<file path="config.mk">
export PLATFORM = sky130hd
export DESIGN_NAME = saida_display_io_flat
export DESIGN_NICKNAME = d
export VERILOG_FILES = /design/src/rtl/saida_display_io_pkg.sv /design/src/rtl/saida_display_io_if.sv /design/src/rtl/saida_display_io_bcd_to_seg7.sv /design/src/rtl/saida_display_io.sv /design/src/flat_wrapper.sv
export SDC_FILE = /design/constraint.sdc
export NUM_CORES = 1
export LEC_CHECK = 0
export CAP_MARGIN = 20
export CORE_MARGIN = 3
export CORE_UTILIZATION = 55
export CTS_CLUSTER_DIAMETER = 30
export DETAILED_ROUTE_END_ITERATION = 8
export GPL_TIMING_DRIVEN = 1
export PLACE_DENSITY = 0.8
export SLEW_MARGIN = 15
export SYNTH_ARGS = -nofsm -noshare
export SYNTH_HDL_FRONTEND = slang
export SYNTH_SLANG_ARGS = --single-unit
</file>
<file path="constraint.sdc">
create_clock -name clk -period 3.8 [get_ports clk]
set_input_delay 0.76 -clock clk [delete_from_list [all_inputs] [get_ports clk]]
set_output_delay 0.76 -clock clk [all_outputs]
set_load 0.02 [all_outputs]
</file>
<file path="src/rtl/saida_display_io_pkg.sv">
// Shared definitions for the processor IO blocks:
// FSM state encoding and active-low 7-segment patterns.
package io_pkg;

    typedef enum logic [1:0] {
        IDLE   = 2'd0,
        SHIFT  = 2'd1,
        UPDATE = 2'd2
    } state_t;

    // Segment order {g,f,e,d,c,b,a}, a lit segment is 0
    localparam logic [6:0] SEG_0     = 7'h40;
    localparam logic [6:0] SEG_1     = 7'h79;
    localparam logic [6:0] SEG_2     = 7'h24;
    localparam logic [6:0] SEG_3     = 7'h30;
    localparam logic [6:0] SEG_4     = 7'h19;
    localparam logic [6:0] SEG_5     = 7'h12;
    localparam logic [6:0] SEG_6     = 7'h02;
    localparam logic [6:0] SEG_7     = 7'h78;
    localparam logic [6:0] SEG_8     = 7'h00;
    localparam logic [6:0] SEG_9     = 7'h10;
    localparam logic [6:0] SEG_BLANK = 7'h7F;

    function automatic logic [6:0] seg7_pattern(input logic [3:0] d);
        logic [6:0] p;
        p = SEG_BLANK;
        unique case (d)
            4'd0:    p = SEG_0;
            4'd1:    p = SEG_1;
            4'd2:    p = SEG_2;
            4'd3:    p = SEG_3;
            4'd4:    p = SEG_4;
            4'd5:    p = SEG_5;
            4'd6:    p = SEG_6;
            4'd7:    p = SEG_7;
            4'd8:    p = SEG_8;
            4'd9:    p = SEG_9;
            default: p = SEG_BLANK;
        endcase
        return p;
    endfunction

endpackage

</file>
<file path="src/rtl/saida_display_io_if.sv">
// Processor OUT port bundle: write strobe and data in,
// busy/done handshake and the segment drive back out.
interface saida_display_io_if #(
    parameter int DATA_W = 16,
    parameter int DIGITS = 5
);
    logic                  out_en;
    logic [DATA_W-1:0]     out_data;
    logic                  busy;
    logic                  done;
    logic [7*DIGITS-1:0]   seg;

    modport master (
        output out_en, out_data,
        input  busy, done, seg
    );

    modport slave (
        input  out_en, out_data,
        output busy, done, seg
    );
endinterface

</file>
<file path="src/rtl/saida_display_io_bcd_to_seg7.sv">
// One 7-segment digit: BCD nibble to active-low pattern,
// forced dark when the blank flag is set.
module bcd_to_seg7
    import io_pkg::*;
(
    input  logic [3:0] digit,
    input  logic       blank,
    output logic [6:0] seg
);

    // Pattern lookup with blank override
    always_comb begin
        seg = SEG_BLANK;
        if (!blank) begin
            seg = seg7_pattern(digit);
        end
    end

endmodule

</file>
<file path="src/rtl/saida_display_io.sv">
// Processor output port: latches a word, converts it to BCD
// by shift-add-3 and drives blanked 7-segment displays.
module saida_display_io
    import io_pkg::*;
#(
    parameter int DATA_W = 16,
    parameter int DIGITS = 5
) (
    input  logic             clk,
    input  logic             reset_n,
    saida_display_io_if.slave bus
);

    localparam int BW = 4 * DIGITS;
    localparam int CW = $clog2(DATA_W + 1);

    state_t            state;
    state_t            state_nx;
    logic [DATA_W-1:0] bin;
    logic [BW-1:0]     bcd;
    logic [BW-1:0]     bcd_adj;
    logic [BW-1:0]     bcd_shl;
    logic [CW-1:0]     cnt;
    logic [BW-1:0]     disp_digits;
    logic              disp_valid;
    logic [DIGITS-1:0] blank;

    // State register
    always_ff @(posedge clk or negedge reset_n) begin
        if (!reset_n) state <= IDLE;
        else          state <= state_nx;
    end

    // Next state: one load, DATA_W shifts, one update cycle
    always_comb begin
        state_nx = state;
        unique case (state)
            IDLE:    if (bus.out_en) state_nx = SHIFT;
            SHIFT:   if (cnt == CW'(1)) state_nx = UPDATE;
            UPDATE:  state_nx = IDLE;
            default: state_nx = IDLE;
        endcase
    end

    // Add 3 to every nibble >= 5, then shift in the next bin bit
    always_comb begin
        bcd_adj = '0;
        for (int i = 0; i < DIGITS; i++) begin
            if (bcd[4*i +: 4] >= 4'd5)
                bcd_adj[4*i +: 4] = bcd[4*i +: 4] + 4'd3;
            else
                bcd_adj[4*i +: 4] = bcd[4*i +: 4];
        end
        bcd_shl = {bcd_adj[BW-2:0], bin[DATA_W-1]};
    end

    // Conversion datapath and display latch; the display is
    // loaded on the last shift so UPDATE already shows it
    always_ff @(posedge clk or negedge reset_n) begin
        if (!reset_n) begin
            bin         <= '0;
            bcd         <= '0;
            cnt         <= '0;
            disp_digits <= '0;
            disp_valid  <= 1'b0;
        end else begin
            unique case (state)
                IDLE: begin
                    if (bus.out_en) begin
                        bin <= bus.out_data;
                        bcd <= '0;
                        cnt <= CW'(DATA_W);
                    end
                end
                SHIFT: begin
                    bcd <= bcd_shl;
                    bin <= {bin[DATA_W-2:0], 1'b0};
                    cnt <= cnt - CW'(1);
                    if (cnt == CW'(1)) begin
                        disp_digits <= bcd_shl;
                        disp_valid  <= 1'b1;
                    end
                end
                default: ;
            endcase
        end
    end

    // Leading-zero blank chain, walking down from the top digit
    always_comb begin
        logic zero_above;
        zero_above = 1'b1;
        blank      = '1;
        for (int i = DIGITS - 1; i >= 0; i--) begin
            zero_above = zero_above && (disp_digits[4*i +: 4] == 4'd0);
            blank[i]   = !disp_valid || ((i > 0) && zero_above);
        end
    end

    for (genvar g = 0; g < DIGITS; g++) begin : g_dig
        bcd_to_seg7 u_seg (
            .digit (disp_digits[4*g +: 4]),
            .blank (blank[g]),
            .seg   (bus.seg[7*g +: 7])
        );
    end

    assign bus.busy = (state != IDLE);
    assign bus.done = (state == UPDATE);

endmodule

</file>
<file path="src/flat_wrapper.sv">
// flat-port wrapper written by rule: the top's interface ports become plain ports
module saida_display_io_flat import io_pkg::*;
#(
    parameter int DATA_W = 16,
    parameter int DIGITS = 5
)
  (clk, reset_n, bus_out_en, bus_out_data, bus_busy, bus_done, bus_seg);
  saida_display_io_if #(.DATA_W(DATA_W), .DIGITS(DIGITS)) bus_i ();
  input  logic clk;
  input  logic reset_n;
  input wire logic [$bits(bus_i.out_en)-1:0] bus_out_en;
  input wire logic [$bits(bus_i.out_data)-1:0] bus_out_data;
  output wire logic [$bits(bus_i.busy)-1:0] bus_busy;
  output wire logic [$bits(bus_i.done)-1:0] bus_done;
  output wire logic [$bits(bus_i.seg)-1:0] bus_seg;
  assign bus_i.out_en = bus_out_en;
  assign bus_i.out_data = bus_out_data;
  assign bus_busy = bus_i.busy;
  assign bus_done = bus_i.done;
  assign bus_seg = bus_i.seg;
  saida_display_io #(.DATA_W(DATA_W), .DIGITS(DIGITS)) u_core (.clk(clk), .reset_n(reset_n), .bus(bus_i));
endmodule
</file>
==> out/metrics.csv, run 1 <==
metric,value,unit
syn_area_per_cell,8.61,µm²
syn_to_final_growth,20.1,%
comb_power_share,0.585,
yosysSeqAreaShare,0.378,
p_leak,2.19,nW
core_area,7370,µm²
drv_cap,0,
grt_pass1_vias,3389,
cts_tree,built,
cp-start-kind,register,
finalCritPeriodShare,0.916,
cts_setup_buffers,0,
layout_setup_ws,320,ps
place.port_buffers,55,
yosysTopAreaCell,dfrtp_1,
synth_most_common_cell,o21ai_0,
yosys_warnings,0,
outcome,"complete, no violations",
layout-drive-gt1-share,0.0939,
r2r_slack,1690,ps
grt_max_degree,28,
rsz0062_at_grt,no,
cp.required,3040,ps
first_pass_iters,6,
period_minus_slack,3480,ps
r2r_end,u_core.cnt[3]$_DFFE_PN0P_,
vdd_ir_drop_max,0.000359,V
gp_congestion,0.831,
routed_wl,9.12,mm
fin_util,0.690,
slew_viol_final,0,
placed_cell_area,4830,µm²
dp_cells,626,
power_switching,2.37,mW
synth_top_area_share,0.378,
ys_ff_latch,64,
syn_inst,492,
grt_pass1_wl,15.3,mm
ios,56,
report.final.setup_viol,0,
worstReg2RegStart,u_core.state[0]$_DFFE_PN0P_,
intPower,2.86,mW
cts_resized,0,
viasPerCell,5.69,
p_total,5.23,mW
die_area,8790,µm²
synth.top_cells.by_count,"o21ai_0 (76), dfrtp_1 (64), a21oi_1 (54), nand2_1 (54), ha_1 (37)",
n_antenna_cell,0,
path_class,register to output pin,
whs,358,ps
skew,9.85,ps
slew_headroom,0.546,
drc,0,
wl_per_cell,14.2,µm
swShare,0.452,
fmax,287,MHz
syn-num-nets,548,
ys_top_cells_by_area,"dfrtp_1 (38%), ha_1 (11%), o21ai_0 (9.0%)",
pre_cts_ws,695,ps
clock-sinks,64,
reg2reg_depth,5,
hpwl,6.54,mm
antenna_found_initial,0,
clkPwrFrac,0.139,
final_antenna_net_count,0,
finalHoldViolCount,0,
grt_overflow,0,
stdcell_area,5090,µm²
insertion_delay,350,ps
cp.arrival,2720,ps
clk_pin_slew,70,ps
holdBufCountCts,0,
cts-root-buf,clkbuf_8,
grt_usage,0.214,
vias,3650,
synth_edf_count,0,
h-tree-depth,3,
pwr-share-seq,0.276,
cp_max_fo,8,
fin_tns_setup,0,ps
cts_buffers,9,
ys_types,46,
end_kind,output pin,
die_y,93.8,µm
synthArstFlopShare,1.00,
num_rows,31,
p_per_area,1030,nW/µm²
stdcell_count,642,
synthesis.area,4240,µm²
nets,594,
drt_iter0_markers,182,
hold_class,primary input to async pin,
dieWidth,93.8,µm
worstMarginPinSlew,681,ps
synth-main-ff-cell,dfrtp_1,
clk_path_buf_depth,2,
initial_core_util,0.575,
[registers in the layout (all words and copies together), names as in the netlist]
register	count
u_core.state	2
u_core.cnt	5
u_core.bin	16
u_core.disp_valid	1
u_core.disp_digits	20
u_core.bcd	20
[placed cells by master (no fill, tap or decap), types with 4 or more instances in the layout]
cell type | netlist | routed
nor3b_1 | 6 | 6
o21ai_0 | 76 | 76
nor2b_1 | 19 | 18
nor3_1 | 7 | 7
o21ai_1 | 5 | 5
mux2_2 | 5 | 5
xnor2_1 | 6 | 6
nand2b_1 | 14 | 14
mux2i_1 | 4 | 4
dfrtp_1 | 64 | 64
clkbuf_8 | 0 | 11
nand2_1 | 54 | 54
buf_4 | 1 | 7
a21oi_1 | 54 | 54
a22o_1 | 4 | 4
clkdlybuf4s50_1 | 0 | 54
or3b_2 | 5 | 5
nor2_1 | 17 | 17
o21ai_2 | 7 | 7
a31oi_1 | 6 | 6
a22oi_1 | 14 | 14
nand3_1 | 6 | 6
inv_1 | 28 | 28
ha_1 | 37 | 37
[power by group through the flow]
stage | logic [mW] | clock network (mW) | registers, mW
5_1_grt | 3.38 | 0.775 | 1.50
4_1_cts | 3.08 | 0.749 | 1.43
3_5_place_dp | 3.06 | 0 | 1.44
2_1_floorplan | 2.17 | 0 | 1.22
6_report | 3.06 | 0.728 | 1.44
3_3_place_gp | 2.94 | 0 | 1.42
[logic make-up (layout without fill, tap and decap cells)]
| kind of cell | count (synthesis) | in the layout | synth area share |
|---|---|---|---|
| multiplexers | 11 | 11 | 0.0281 |
| adder cells (fa/ha/maj) | 37 | 37 | 0.109 |
| buffers and inverters | 56 | 107 | 0.0573 |
| AND/OR/NAND/NOR | 144 | 144 | 0.183 |
| AO/OA/AOI/OAI | 174 | 174 | 0.232 |
| XOR/XNOR | 6 | 6 | 0.0124 |
| flip-flops | 64 | 64 | 0.378 |
[worst max-delay path, stage by stage (launching register included)]
cell	delay (ps)
dfrtp_1	440
inv_1	120
ha_1	170
nor3b_2	230
and4_1	400
a41oi_2	240
o21ai_0	140
clkdlybuf4s50_1	630
[routing by layer]
| layer | global-route usage | part of all wire | vias up |
|---|---|---|---|
| met4 | 0.0566 | 0.015 | 0 |
| met1 | 0.281 | 0.46 | 1734 |
| met3 | 0.0473 | 0.043 | 15 |
| li1 | - | - | 1812 |
| met2 | 0.357 | 0.48 | 89 |
| met5 | 0 | 0 | - |
[area by class of cell]
cell class / instances / area, µm²
fillers: 583 / 2280
inverters: 29 / 114
repair buffers: 62 / 598
clock buffers: 11 / 151
multi-input cells: 372 / 2390
flip-flops and latches: 64 / 1600
clock inverters: 5 / 103
well taps: 99 / 124
[worst max-delay path by stage]
| stage | startpoint | slack, ps | depth (start not counted) | to |
|---|---|---|---|---|
| floorplan | u_core.disp_digits[17]$_DFFE_PN0P_ | 1320 | 7 | bus_seg[18] |
| global placement | u_core.disp_digits[17]$_DFFE_PN0P_ | 810 | 7 | bus_seg[10] |
| detailed placement | u_core.disp_digits[17]$_DFFE_PN0P_ | 700 | 7 | bus_seg[13] |
| CTS | u_core.disp_digits[17]$_DFFE_PN0P_ | 310 | 7 | bus_seg[13] |
| global route | u_core.disp_digits[17]$_DFFE_PN0P_ | 110 | 7 | bus_seg[13] |
| finish | u_core.disp_digits[17]$_DFFE_PN0P_ | 320 | 7 | bus_seg[12] |
Note: power is estimated with default switching activity, not from simulation.
==> run 2, diff against run 1 <==
==> constraint.sdc (replaced) <==
create_clock -name clk -period 4.04 [get_ports clk]
set_input_delay 0.808 -clock clk [delete_from_list [all_inputs] [get_ports clk]]
set_output_delay 0.808 -clock clk [all_outputs]
set_load 0.02 [all_outputs]
==> out/metrics.csv, run 2 (synthesized netlist as in run 1, its figures left out) <==
metric,value,unit
outcome,"complete, no violations",
first_pass_iters,4,
gp_congestion,0.848,
hold_class,register to register,
cts_tree,built,
cts-root-buf,clkbuf_8,
core_area,7370,µm²
clock-sinks,64,
path_class,register to output pin,
cts_setup_buffers,0,
ios,56,
fin_tns_setup,0,ps
hpwl,6.30,mm
p_per_area,946,nW/µm²
worstMarginPinSlew,931,ps
largest_registers,"u_core.bcd (20), u_core.disp_digits (20), u_core.bin (16)",
slew_viol_final,0,
grt_pass1_wl,14.9,mm
insertion_delay,340,ps
drc,0,
clk_path_buf_depth,2,
grt_pass1_vias,3335,
cp_max_fo,8,
cp-start-kind,register,
die_area,8790,µm²
report.final.setup_viol,0,
cp.required,3230,ps
clk_pin_slew,60,ps
fin_util,0.683,
rsz0062_at_grt,no,
syn_to_final_growth,18.7,%
viasPerCell,5.56,
p_leak,2.17,nW
die_y,93.8,µm
vdd_ir_drop_max,0.000344,V
fmax,284,MHz
skew,3.25,ps
nets,593,
drv_cap,0,
p_total,4.76,mW
slew_headroom,0.379,
num_rows,31,
regArea,1600,µm²
finalHoldViolCount,0,
vias,3558,
end_kind,output pin,
dieWidth,93.8,µm
cts_buffers,9,
holdBufCountCts,0,
final_antenna_net_count,0,
initial_core_util,0.575,
multi_input_area,2390,µm²
grt_overflow,0,
final_common_cell,o21ai_0,
h-tree-depth,3,
fillers,594,
cp.arrival,2710,ps
antenna_found_initial,0,
wl_per_cell,13.7,µm
routed_wl,8.76,mm
grt_usage,0.210,
grt_max_degree,43,
cts_resized,0,
place.port_buffers,55,
layout-drive-gt1-share,0.0906,
drt_iter0_markers,188,
period_minus_slack,3520,ps
finalCritPeriodShare,0.871,
n_antenna_cell,0,
final_cell_mix,"o21ai_0 (76), dfrtp_1 (64), nand2_1 (54), a21oi_1 (54), clkdlybuf4s50_1 (54)",
run 2: cell types whose count changed in the layout (fill, tap and decap cells not counted):
cell,previous run,this run
buf_4,7,6
bufinv_16,3,1
clkbuf_8,11,12
clkinv_2,1,2
clkinvlp_4,1,0
run 2: final cells by class:
cell class / instances / area share
multi-input cells: 372 / 0.476
flip-flops and latches: 64 / 0.318
repair buffers: 61 / 0.117
clock buffers: 12 / 0.0328
well taps: 99 / 0.0246
inverters: 29 / 0.0226
clock inverters: 3 / 0.00796
run 2: path summary, 6_finish.rpt:
check | depth (start not counted) | slack, ps | from | endpoint
hold reg to reg | 2 | 510 | u_core.cnt[1]$_DFFE_PN0P_ | u_core.cnt[1]$_DFFE_PN0P_
setup / recovery | 7 | 520 | u_core.disp_digits[17]$_DFFE_PN0P_ | bus_seg[7]
min in group asynchronous | 1 | 610 | reset_n | u_core.cnt[1]$_DFFE_PN0P_
setup reg to reg | 4 | 2110 | u_core.state[0]$_DFFE_PN0P_ | u_core.disp_digits[17]$_DFFE_PN0P_
max in group asynchronous | 2 | 2580 | reset_n | u_core.disp_digits[4]$_DFFE_PN0P_
hold / removal | 2 | 510 | u_core.cnt[1]$_DFFE_PN0P_ | u_core.cnt[1]$_DFFE_PN0P_
run 2: routing by layer:
| layer | global-route usage | vias up | part of all wire |
|---|---|---|---|
| met1 | 0.278 | 1658 | 0.48 |
| li1 | - | 1806 | - |
| met2 | 0.349 | 84 | 0.47 |
| met5 | 0 | - | 0 |
| met4 | 0.0734 | 0 | 0.012 |
| met3 | 0.0329 | 10 | 0.043 |
run 2: stage by stage:
stage	setup WS, ps	area (µm²)	std cells	hold slack, ps
2_1_floorplan	1510	4240	492	451
3_3_place_gp	1000	4820	625	469
3_5_place_dp	904	4820	625	500
4_1_cts	530	5030	640	516
5_1_grt	348	5030	640	531
6_report	520	5030	640	510
run 2: where the power goes:
part / switching (mW) / leakage [nW] / internal (mW)
logic: 1.53 / 1.26 / 1.32
registers: 0.419 / 0.807 / 0.932
clock network: 0.230 / 0.108 / 0.330
total: 2.18 / 2.17 / 2.58
run 2: critical path, cell delays in order (launching register included):
cell             delay [ps]
dfrtp_1                 440
inv_1                   130
ha_1                    170
nor3b_2                 240
and4_1                  400
a41oi_2                 230
o21ai_0                 130
clkdlybuf4s50_1         630
==> run 3, diff against run 2 <==
--- a/config.mk
+++ b/config.mk
@@ -11,6 +11,7 @@
 export CTS_CLUSTER_DIAMETER = 30
 export DETAILED_ROUTE_END_ITERATION = 8
 export GPL_TIMING_DRIVEN = 1
+export HOLD_SLACK_MARGIN = 0.08
 export PLACE_DENSITY = 0.8
 export SLEW_MARGIN = 15
 export SYNTH_ARGS = -nofsm -noshare
==> results of run 3 <==
The final DEF is identical to that of run 2; final timing and power are the same.
